[src/rtl/pool_max_2x2.sv]
// pool_max_2x2: signed 2x2 max pooling over two line-pair buffers.
// The FSM reads LINE_WIDTH/2 pixel pairs per line pair from both buffers. A
// two-stage pipeline reduces each 2x2 window to one pooled pixel. Upstream is
// told when a line pair is consumed and when the frame is finished.
module pool_max_2x2 #(
  parameter int INTEGER_BITS     = 9,
  parameter int FIXED_POINT_BITS = 4,
  parameter int LINE_WIDTH       = 30,
  parameter int NUM_LINES        = 30,
  localparam int W               = INTEGER_BITS + FIXED_POINT_BITS
) (
  input  logic           i_clk,
  input  logic           i_rst_n,
  input  logic [2*W-1:0] i_top_pair,
  input  logic [2*W-1:0] i_bot_pair,
  input  logic           i_lines_ready,
  output logic           o_rd_data,
  output logic [W-1:0]   o_data,
  output logic           o_data_valid,
  output logic           o_intr,
  output logic           o_frame_done
);

  localparam int R     = LINE_WIDTH / 2;
  localparam int P     = NUM_LINES / 2;
  localparam int COL_W = (R > 1) ? $clog2(R) : 1;
  localparam int ROW_W = (P > 1) ? $clog2(P) : 1;

  localparam logic [COL_W-1:0] COL_LAST = COL_W'(R - 1);
  localparam logic [ROW_W-1:0] ROW_LAST = ROW_W'(P - 1);

  typedef enum logic [2:0] {
    S_IDLE,
    S_READ,
    S_DRAIN,
    S_LINE_DONE,
    S_DONE
  } state_t;

  state_t           state_reg;
  logic [COL_W-1:0] col_cnt_reg;
  logic [ROW_W-1:0] row_cnt_reg;
  logic             drain_cnt_reg;

  // Row 0 is the top buffer and row 1 is the bottom buffer. Both rows get the same reduction.
  logic [1:0][2*W-1:0] pair_in;
  logic [1:0][W-1:0]   row_max_next;

  assign pair_in[0] = i_top_pair;
  assign pair_in[1] = i_bot_pair;

  generate
    for (genvar gi = 0; gi < 2; gi++) begin : g_row_max
      logic signed [W-1:0] left_pix;
      logic signed [W-1:0] right_pix;

      assign left_pix          = pair_in[gi][2*W-1:W];
      assign right_pix         = pair_in[gi][W-1:0];
      assign row_max_next[gi]  = (left_pix > right_pix) ? left_pix : right_pix;
    end
  endgenerate

  logic signed [W-1:0] mt_reg;
  logic signed [W-1:0] mb_reg;
  logic                v1_reg;
  logic signed [W-1:0] pool_max_next;

  assign pool_max_next = (mt_reg > mb_reg) ? mt_reg : mb_reg;

  // Line-pair sequencer: issues the read burst, waits for the pipeline to drain, then pulses intr or frame_done.
  always_ff @(posedge i_clk or negedge i_rst_n) begin
    if (!i_rst_n) begin
      state_reg     <= S_IDLE;
      col_cnt_reg   <= '0;
      row_cnt_reg   <= '0;
      drain_cnt_reg <= 1'b0;
      o_rd_data     <= 1'b0;
      o_intr        <= 1'b0;
      o_frame_done  <= 1'b0;
    end else begin
      o_intr       <= 1'b0;
      o_frame_done <= 1'b0;
      case (state_reg)
        S_IDLE: begin
          if (i_lines_ready) begin
            state_reg   <= S_READ;
            col_cnt_reg <= '0;
            o_rd_data   <= 1'b1;
          end
        end
        S_READ: begin
          if (col_cnt_reg == COL_LAST) begin
            col_cnt_reg   <= '0;
            drain_cnt_reg <= 1'b0;
            o_rd_data     <= 1'b0;
            state_reg     <= S_DRAIN;
          end else begin
            col_cnt_reg <= col_cnt_reg + COL_W'(1);
          end
        end
        S_DRAIN: begin
          // The second drain cycle lets the last pixel leave stage 2 before the refill request.
          if (drain_cnt_reg) begin
            state_reg <= S_LINE_DONE;
            o_intr    <= 1'b1;
          end else begin
            drain_cnt_reg <= 1'b1;
          end
        end
        S_LINE_DONE: begin
          if (row_cnt_reg == ROW_LAST) begin
            row_cnt_reg  <= '0;
            o_frame_done <= 1'b1;
            state_reg    <= S_DONE;
          end else begin
            row_cnt_reg <= row_cnt_reg + ROW_W'(1);
            state_reg   <= S_IDLE;
          end
        end
        S_DONE: begin
          state_reg <= S_IDLE;
        end
        default: begin
          state_reg <= S_IDLE;
          o_rd_data <= 1'b0;
        end
      endcase
    end
  end

  // Stage 1: capture the per-row maxima on every read edge.
  always_ff @(posedge i_clk or negedge i_rst_n) begin
    if (!i_rst_n) begin
      mt_reg <= '0;
      mb_reg <= '0;
      v1_reg <= 1'b0;
    end else begin
      v1_reg <= o_rd_data;
      if (o_rd_data) begin
        mt_reg <= row_max_next[0];
        mb_reg <= row_max_next[1];
      end
    end
  end

  // Stage 2: combine the row maxima. o_data holds its last value between valid pixels.
  always_ff @(posedge i_clk or negedge i_rst_n) begin
    if (!i_rst_n) begin
      o_data       <= '0;
      o_data_valid <= 1'b0;
    end else begin
      o_data_valid <= v1_reg;
      if (v1_reg) begin
        o_data <= pool_max_next;
      end
    end
  end

endmodule

[config.mk]
export PLATFORM = sky130hd
export DESIGN_NAME = pool_max_2x2
export DESIGN_NICKNAME = d
export VERILOG_FILES = /design/src/rtl/pool_max_2x2.sv
export SDC_FILE = /design/constraint.sdc
export NUM_CORES = 1
export LEC_CHECK = 0
export ABC_CLOCK_PERIOD_IN_PS = 1990
export BUFFER_PORTS_ARGS = -buffer_cell sky130_fd_sc_hd__buf_2
export CORE_UTILIZATION = 50
export CTS_CLUSTER_DIAMETER = 80
export CTS_CLUSTER_SIZE = 14
export DETAILED_ROUTE_END_ITERATION = 12
export GPL_ROUTABILITY_DRIVEN = 0
export MAX_ROUTING_LAYER = met4
export PLACE_DENSITY = 0.76
export SLEW_MARGIN = 20
export SYNTH_ARGS = -nofsm -noshare
export SYNTH_HDL_FRONTEND = slang
export SYNTH_SLANG_ARGS = --single-unit
[constraint.sdc]
create_clock -name i_clk -period 1.99 [get_ports i_clk]
set_input_delay 0.199 -clock i_clk [delete_from_list [all_inputs] [get_ports i_clk]]
set_output_delay 0.199 -clock i_clk [all_outputs]
set_load 0.03 [all_outputs]
==> impl_summary.log, run 1 <==
[metrics] share of the yosys chip area belonging to registers: 0.3694
[metrics] Clock Root Buffer: clkbuf_8
[metrics] die area: a little under 8000 sq um
[metrics] Clk network pwr share: 0.091
[metrics] relative slew slack: 0.4391
[metrics] Net Switching: between 0.003 and 0.004 W
[metrics] Post-Synthesis Cell Area: about 3800 sq um
[metrics] number of top-level pins: 72
[metrics] Vias: about 3,600
[metrics] met2 wire length: ~4800 um
[metrics] Layout Utilization: 0.7172
[metrics] result of the run: complete, but fails checks
[metrics] net total in the final layout: 643
[metrics] clock sink count: between 50 and 60
[metrics] die outline height: ~90 um
[metrics] logic gate share of total power: 0.616
[metrics] post-synthesis cell type count: 50
[metrics] violations in the final reports: setup timing
[metrics] met3 WL: 519 um
[metrics] detailed-route DRC error count: 0
[metrics] Final period util: 1.160
[metrics] Final Skew: about 6 ps
[metrics] total length of routed wires: slightly below 10,000 um
[metrics] fraction of registers with async set or reset after synthesis: 1.000
[metrics] worst setup slack for register-to-register paths: -320 ps
[metrics] clock-pin slew on the worst setup and hold paths: around 100 ps
[metrics] Syn Inst Count: 412
[metrics] clock latency of the later-clocked register in the worst-skew pair: between 300 and 400 ps
[metrics] synthesis-to-layout area growth: 37.86%
[metrics] Pins Over Slew Limit: 0
[metrics] vias in the first global route: approximately 3,300
[metrics] HPWL after DPL: 7008 um
[metrics] signal arrival time at the worst endpoint: approximately 2500 ps
[metrics] Crit Reg-Reg Endpoint: o_data[1]
[metrics] worst reg2reg startpoint: mb_reg[6]
[metrics] number of buffer cells added on primary ports: 71
[metrics] Setup crit end: o_data[1]
[metrics] clock period minus final worst setup slack: 2309 ps
[metrics] clock tree from TritonCTS: built
[metrics] kind of end point of the critical path: flop
[metrics] Clock Tree Buf Depth: 2
[metrics] number of optimization iterations in the first detailed-route pass: 5
[metrics] largest driver fanout on the critical path: 7
[metrics] f_max: 433.1 MHz
[metrics] total routed wire length on the met1 layer: around 4500 um
[metrics] beginning of the critical path: mb_reg[6]
[metrics] top routing layer in use: met4
[metrics] TritonCTS buffer count: 5
[metrics] launching element type of the critical path: flop
[metrics] Finish-stage setup viols: 13
[metrics] Hold Crit Depth: 3
[metrics] diode count: 0
[metrics] Mapped Nets: between 500 and 600
[metrics] GRT Util Overall: 0.2365
[metrics] critical path start-end classification: reg2reg
[metrics] PnR worst setup slack: -319.0 ps
[metrics] power per standard cell area: 1356 nW/um^2
[metrics] Synth Register Bits: 56
[metrics] Worst-Margin Slew: between 800 and 900 ps
[metrics] number of cell rows: 31
[metrics] pre-CTS worst setup slack: -538.8 ps
[metrics] wire length of the first global-routing pass: around 14,000 um
[metrics] worst supply voltage drop on vdd: ~0.00058 V
[metrics] final antenna-violating net count: 0
[metrics] number of antenna violations at the first check in global routing: 0
[metrics] post-synthesis average cell area: approximately 9.2 sq um
[metrics] Fin. Hold Viols: 0
[metrics] violation count after the first detailed-route iteration: roughly 280
[metrics] Clock H-tree levels: 2
[metrics] max-capacitance violation count: 0
[metrics] switching fraction of total power: 0.4459
[metrics] Post-Route Setup TNS: -2923 ps
[metrics] leading register cell type out of synthesis: dfrtp_1
[metrics] critical path data required time: ~2200 ps
[metrics] leading cell type in the layout, fill and taps excluded: buf_2
[metrics] most frequent cells in the layout: buf_2, buf_4, dfrtp_1
[metrics] register share of total power: 0.293
[metrics] GRT overflow: 0
[metrics] worst r2r path cells: 10
[metrics] proportion of layout cells with a drive suffix above 1: 0.3996
[metrics] Syn. warnings: 0
[metrics] core area: 7292 sq um
[metrics] average via count per standard cell: between 5 and 6
[metrics] Leakage Power: approximately 2.6 nW
[metrics] DR WL/cell: ~15 um
[metrics] starting density of the core: 0.5202
[metrics] worst min-delay path class: in2reg
[metrics] number of flops mapped to enable cells by yosys: 0
[metrics] largest net degree at the start of global routing: 57
[metrics] internal power: just under 0.004 W
[metrics] die width: around 89 um
[metrics] setup repair after global routing missed its margin: yes
[cells by family after synthesis]
logic type | Yosys count | share of synthesized area
DFF | 56 | 0.3694
buffers and inverters | 65 | 0.07091
AOI/OAI and AO/OA | 108 | 0.1821
muxes | 26 | 0.06926
adders and majority gates | 41 | 0.1352
and+or+nand+nor | 116 | 0.1732
[worst min path at each step]
stage | startpoint | endpoint | slack [ps]
after floorplan | i_rst_n | col_cnt_reg[0] | -100
after global placement | i_rst_n | mb_reg[2] | 220
after detailed placement | i_rst_n | mb_reg[3] | 210
after CTS | i_bot_pair[0] | mb_reg[0] | 150
after global routing | i_bot_pair[0] | mb_reg[0] | 140
final | i_bot_pair[10] | mb_reg[10] | 150
[cells in the mapped netlist (2+ instances only)]
cell type,n,area (sq um)
nand2_1,12,45.04
mux2_2,2,22.52
inv_1,46,172.7
o21ai_1,2,10.01
clkbuf_1,10,37.54
nor3_1,3,15.01
dfrtp_1,56,1401
nor2b_1,5,31.28
nor4_2,2,25.02
ha_1,41,513.0
or4_4,3,33.78
a31oi_1,28,175.2
or3_1,2,12.51
a21oi_1,14,70.07
nor2_1,37,138.9
buf_6,2,22.52
o21bai_1,2,15.01
buf_2,3,15.01
o21a_1,3,22.52
nand3_1,24,120.1
nand4_1,4,25.02
mux2i_1,24,240.2
nand2b_1,2,12.51
and3_1,4,25.02
clkbuf_2,2,10.01
o21ai_0,40,200.2
nand3_2,10,100.1
o31ai_1,2,15.01
and4_1,3,26.28
a211oi_1,4,30.03
[timing repair]
item / in CTS / in global routing
endpoints found under the hold margin: 56 / 0
endpoints found under the setup margin: 26 / 26
gates resized for setup: 3 / 58
hold buffers: 1 / 0
cloned: 0 / 4
buffers inserted: 0 / 8
pin swaps: 0 / 24
[per-stage QoR]
step	total power (W)	instances	hold slack [ps]	instance area (sq um)
after floorplan	0.004290	412	-96.59	3827
after global placement	0.005346	626	216.8	4708
after detailed placement	0.005522	626	214.7	4708
after CTS	0.006213	635	151.9	4841
after global routing	0.007592	647	143.0	5230
final	0.007094	647	154.0	5230
[worst max-delay path, stage by stage, from the launching register on]
cell and delay, ps:
dfrtp_1 470, inv_2 70, ha_4 270, nand3_2 70, a211oi_2 230, o21ai_2 100, buf_4 150, nor4_4 270
buf_4 210, o21ai_0 130, a31oi_1 240
[area by class of cell]
cell class / instances / area, sq um
well taps: 99 / 123.9
repair buffers: 146 / 987.2
fillers: 514 / 2062
clock buffers: 6 / 82.58
inverters: 46 / 172.7
flip-flops and latches: 56 / 1401
multi-input cells: 292 / 2449
clock inverters: 2 / 13.76
[metal layers]
metal | global-route usage | vias up
met2 | 0.3886 | 139
met1 | 0.3082 | 1690
li1 | - | 1768
met5 | - | -
met4 | 0.06926 | 0
met3 | 0.02862 | 19
[power groups by stage]
stage	combinational (W)	sequential, W	clock, W
after floorplan	0.00207	0.00221	0
after global placement	0.00334	0.00201	0
after detailed placement	0.00349	0.00203	0
after CTS	0.00354	0.00201	0.000660
after global routing	0.00475	0.00213	0.000708
final	0.00437	0.00208	0.000646
(Power assumes the default switching activity.)
==> inputs of run 2 (changes only) <==
PLACE_DENSITY = 0.77   (was 0.76)
==> run 2 against run 1 <==
  * Combinational power down 4.8%
  * Fmax up 2.8%
  * Die area unchanged
  * Sequential power hardly changed
  * Design area is 1.8% lower
  * Wire length grew 3.5%
  * Critical endpoint unchanged
  * Core utilization decreased by 1.3 points
  * Clock skew rose by 3.5 ps
  * Clock power up 3%
  * Via count grew 1.4%
  * The flow still finishes with violations (setup timing)
  * Setup slack better by 63 ps
  * Total power decreased by 2.9%
==> impl_summary.log, run 2 (synthesized netlist as in run 1, its figures left out) <==
[metrics] Post-Route Setup TNS: -2702 ps (was -2923 ps)
[metrics] met3 usage: 0.04063 (was 0.02862)
[metrics] violations in the final reports: setup timing (unchanged)
[metrics] Finish-stage setup viols: 13 (unchanged)
[metrics] critical path start-end classification: reg2reg (unchanged)
[metrics] proportion of layout cells with a drive suffix above 1: 0.3755 (was 0.3996)
[metrics] Fin. Hold Viols: 0 (unchanged)
[metrics] global routing usage on met1: 0.3036 (was 0.3082)
[metrics] Pins Over Slew Limit: 0 (unchanged)
[metrics] post-layout total power: 0.006887 W (was 0.007094 W)
[metrics] routing layer with the top usage in global route: met2 (unchanged)
[metrics] DR WL/cell: 15.95 um (was 15.36 um)
[metrics] GRT overflow: 0 (unchanged)
[metrics] number of optimization iterations in the first detailed-route pass: 5 (unchanged)
[metrics] leading cell type in the layout, fill and taps excluded: buf_2 (unchanged)
[metrics] worst reg2reg startpoint: mb_reg[6] (unchanged)
[metrics] vias in the first global route: 3,242 (was 3,316)
[metrics] number of antenna violations at the first check in global routing: 0 (unchanged)
[metrics] relative slew slack: 0.4548 (was 0.4391)
[metrics] Final period util: 1.128 (was 1.160)
[metrics] die outline height: 89.11 um (unchanged)
[metrics] GR met2 Demand/Resource: 0.3949 (was 0.3886)
[metrics] average via count per standard cell: 5.682 (was 5.589)
[metrics] critical path data required time: 2220 ps (was 2200 ps)
[metrics] kind of end point of the critical path: flop (unchanged)
[metrics] clock period minus final worst setup slack: 2246 ps (was 2309 ps)
[metrics] Leakage Power: 2.563 nW (was 2.605 nW)
[metrics] signal arrival time at the worst endpoint: 2470 ps (was 2520 ps)
[metrics] final antenna-violating net count: 0 (unchanged)
[metrics] Clock H-tree levels: 2 (unchanged)
[metrics] total buffers and inverters traversed by the critical path: 3 (unchanged)
[metrics] largest net degree at the start of global routing: 57 (unchanged)
[metrics] TritonCTS buffer count: 5 (unchanged)
[metrics] result of the run: complete, but fails checks (unchanged)
[metrics] number of buffer cells added on primary ports: 71 (unchanged)
[metrics] core area: 7292 sq um (unchanged)
[metrics] max-capacitance violation count: 0 (unchanged)
[metrics] PnR worst setup slack: -255.6 ps (was -319.0 ps)
[metrics] Worst-Margin Slew: 817.7 ps (was 841.3 ps)
[metrics] HPWL after DPL: 7197 um (was 7008 um)
[metrics] Vias: 3,665 (was 3,616)
[metrics] number of cell rows: 31 (unchanged)
[metrics] crit path max-delay cell type: dfrtp_1 (unchanged)
[metrics] Final Skew: 9.477 ps (was 5.972 ps)
[metrics] GRT Util Overall: 0.2386 (was 0.2365)
[metrics] clock sink count: 56 (unchanged)
[metrics] f_max: 445.3 MHz (was 433.1 MHz)
[metrics] diode count: 0 (unchanged)
[metrics] synthesis-to-layout area growth: 35.36% (was 37.86%)
[metrics] most frequent cells in the layout: buf_2, buf_4, dfrtp_1 (unchanged)
[metrics] launching element type of the critical path: flop (unchanged)
[metrics] beginning of the critical path: mb_reg[6] (unchanged)
[metrics] largest driver fanout on the critical path: 7 (unchanged)
[metrics] wire length of the first global-routing pass: 14,300 um (was 14,330 um)
[metrics] detailed-route DRC error count: 0 (unchanged)
[metrics] die area: 7940 sq um (unchanged)
[metrics] DP Area: 4718 sq um (was 4708 sq um)
[metrics] Clock Tree Buf Depth: 2 (unchanged)
[metrics] total length of routed wires: 10,290 um (was 9938 um)
[metrics] die width: 89.11 um (unchanged)
[metrics] Critical Path, Cell by Cell: inv_1 > ha_1 > nand3_1 > a211oi_2 > o21ai_2 > buf_4 > nor4_4 > buf_6 > o21ai_1 > a31oi_1 (was inv_2 > ha_4 > nand3_2 > a211oi_2 > o21ai_2 > buf_4 > nor4_4 > buf_4 > o21ai_0 > a31oi_1)
[metrics] slowest cell delay on critical path: 390 ps (was 470 ps)
[metrics] worst min-delay path class: in2async (was in2reg)
[metrics] clock-pin slew on the worst setup and hold paths: 100 ps (about the same)
[metrics] clock latency of the later-clocked register in the worst-skew pair: 320 ps (was 310 ps)
[metrics] starting density of the core: 0.5202 (unchanged)
[metrics] net total in the final layout: 641 (was 643)
[metrics] setup repair after global routing missed its margin: yes (unchanged)
[metrics] violation count after the first detailed-route iteration: 273 (was 284)
[metrics] Clock Root Buffer: clkbuf_8 (unchanged)
[metrics] final cell area excluding filler cells: 5135 sq um (was 5230 sq um)
[metrics] power per standard cell area: 1341 nW/um^2 (was 1356 nW/um^2)
[metrics] worst supply voltage drop on vdd: 0.0005659 V (was 0.0005800 V)
[metrics] crit-path leading delay family: compound AO/OA/AOI/OAI gates (unchanged)
[metrics] number of top-level pins: 72 (unchanged)
[metrics] clock tree from TritonCTS: built (unchanged)
-- run 2: changes by cell type in the layout (fill, tap and decap cells not counted), sizes merged --
cell / previous run / this run
or4: 4 / 5
dlygate4sd3: 1 / 0
buf: 144 / 141
o211a: 2 / 3
-- run 2: report_power, final --
group / internal, W / total, W / leakage (nW) / switching, W
logic: 0.00193 / 0.00416 / 1.84 / 0.00223
registers: 0.00161 / 0.00206 / 0.666 / 0.000450
clock network: 0.000285 / 0.000663 / 0.0516 / 0.000378
total: 0.00383 / 0.00689 / 2.56 / 0.00306
-- run 2: worst paths after layout --
kind / cells after the start / slack (ps) / endpoint
worst max-delay path: 10 / -260 / o_data[1]
worst max register to register: 10 / -260 / o_data[1]
max in group asynchronous: 2 / 1560 / mt_reg[5]
worst min-delay path: 2 / 3 / mb_reg[8]
worst min register to register: 1 / 510 / col_cnt_reg[3]
min in group i_clk: 3 / 140 / mb_reg[10]
-- run 2: cell type report --
class,count,area [sq um]
Clock buffer,6,82.58
Multi-Input combinational cell,294,2399
Fill cell,534,2157
Tap cell,99,123.9
Clock inverter,2,13.76
Inverter,46,172.7
Timing Repair Buffer,142,942.2
Sequential cell,56,1401
-- run 2: repair_timing --
action / CTS / global route
buffers inserted: 0 / 3
hold endpoints to repair: 0 / 0
hold buffers: 0 / 0
endpoints found under the setup margin: 26 / 26
gates resized for setup: 5 / 43
pin swaps: 0 / 13
gates cloned: 0 / 5
-- run 2: per-layer routing --
metal | wire length [um] | vias to the layer above
met5 | 0 | -
met2 | 5053 | 131
li1 | - | 1765
met3 | 536 | 15
met1 | 4542 | 1754
met4 | 155 | 0
-- run 2: per-stage QoR --
stage	cells	utilization	hold slack [ps]	setup slack, ps
floorplan	412	-	-96.59	-147.9
global placement	629	0.6470	371.1	-362.3
finish	645	0.7042	3.313	-255.6
detailed placement	629	0.6470	373.8	-461.9
CTS	637	0.6651	35.47	-274.4
global route	645	0.7042	72.35	-342.3
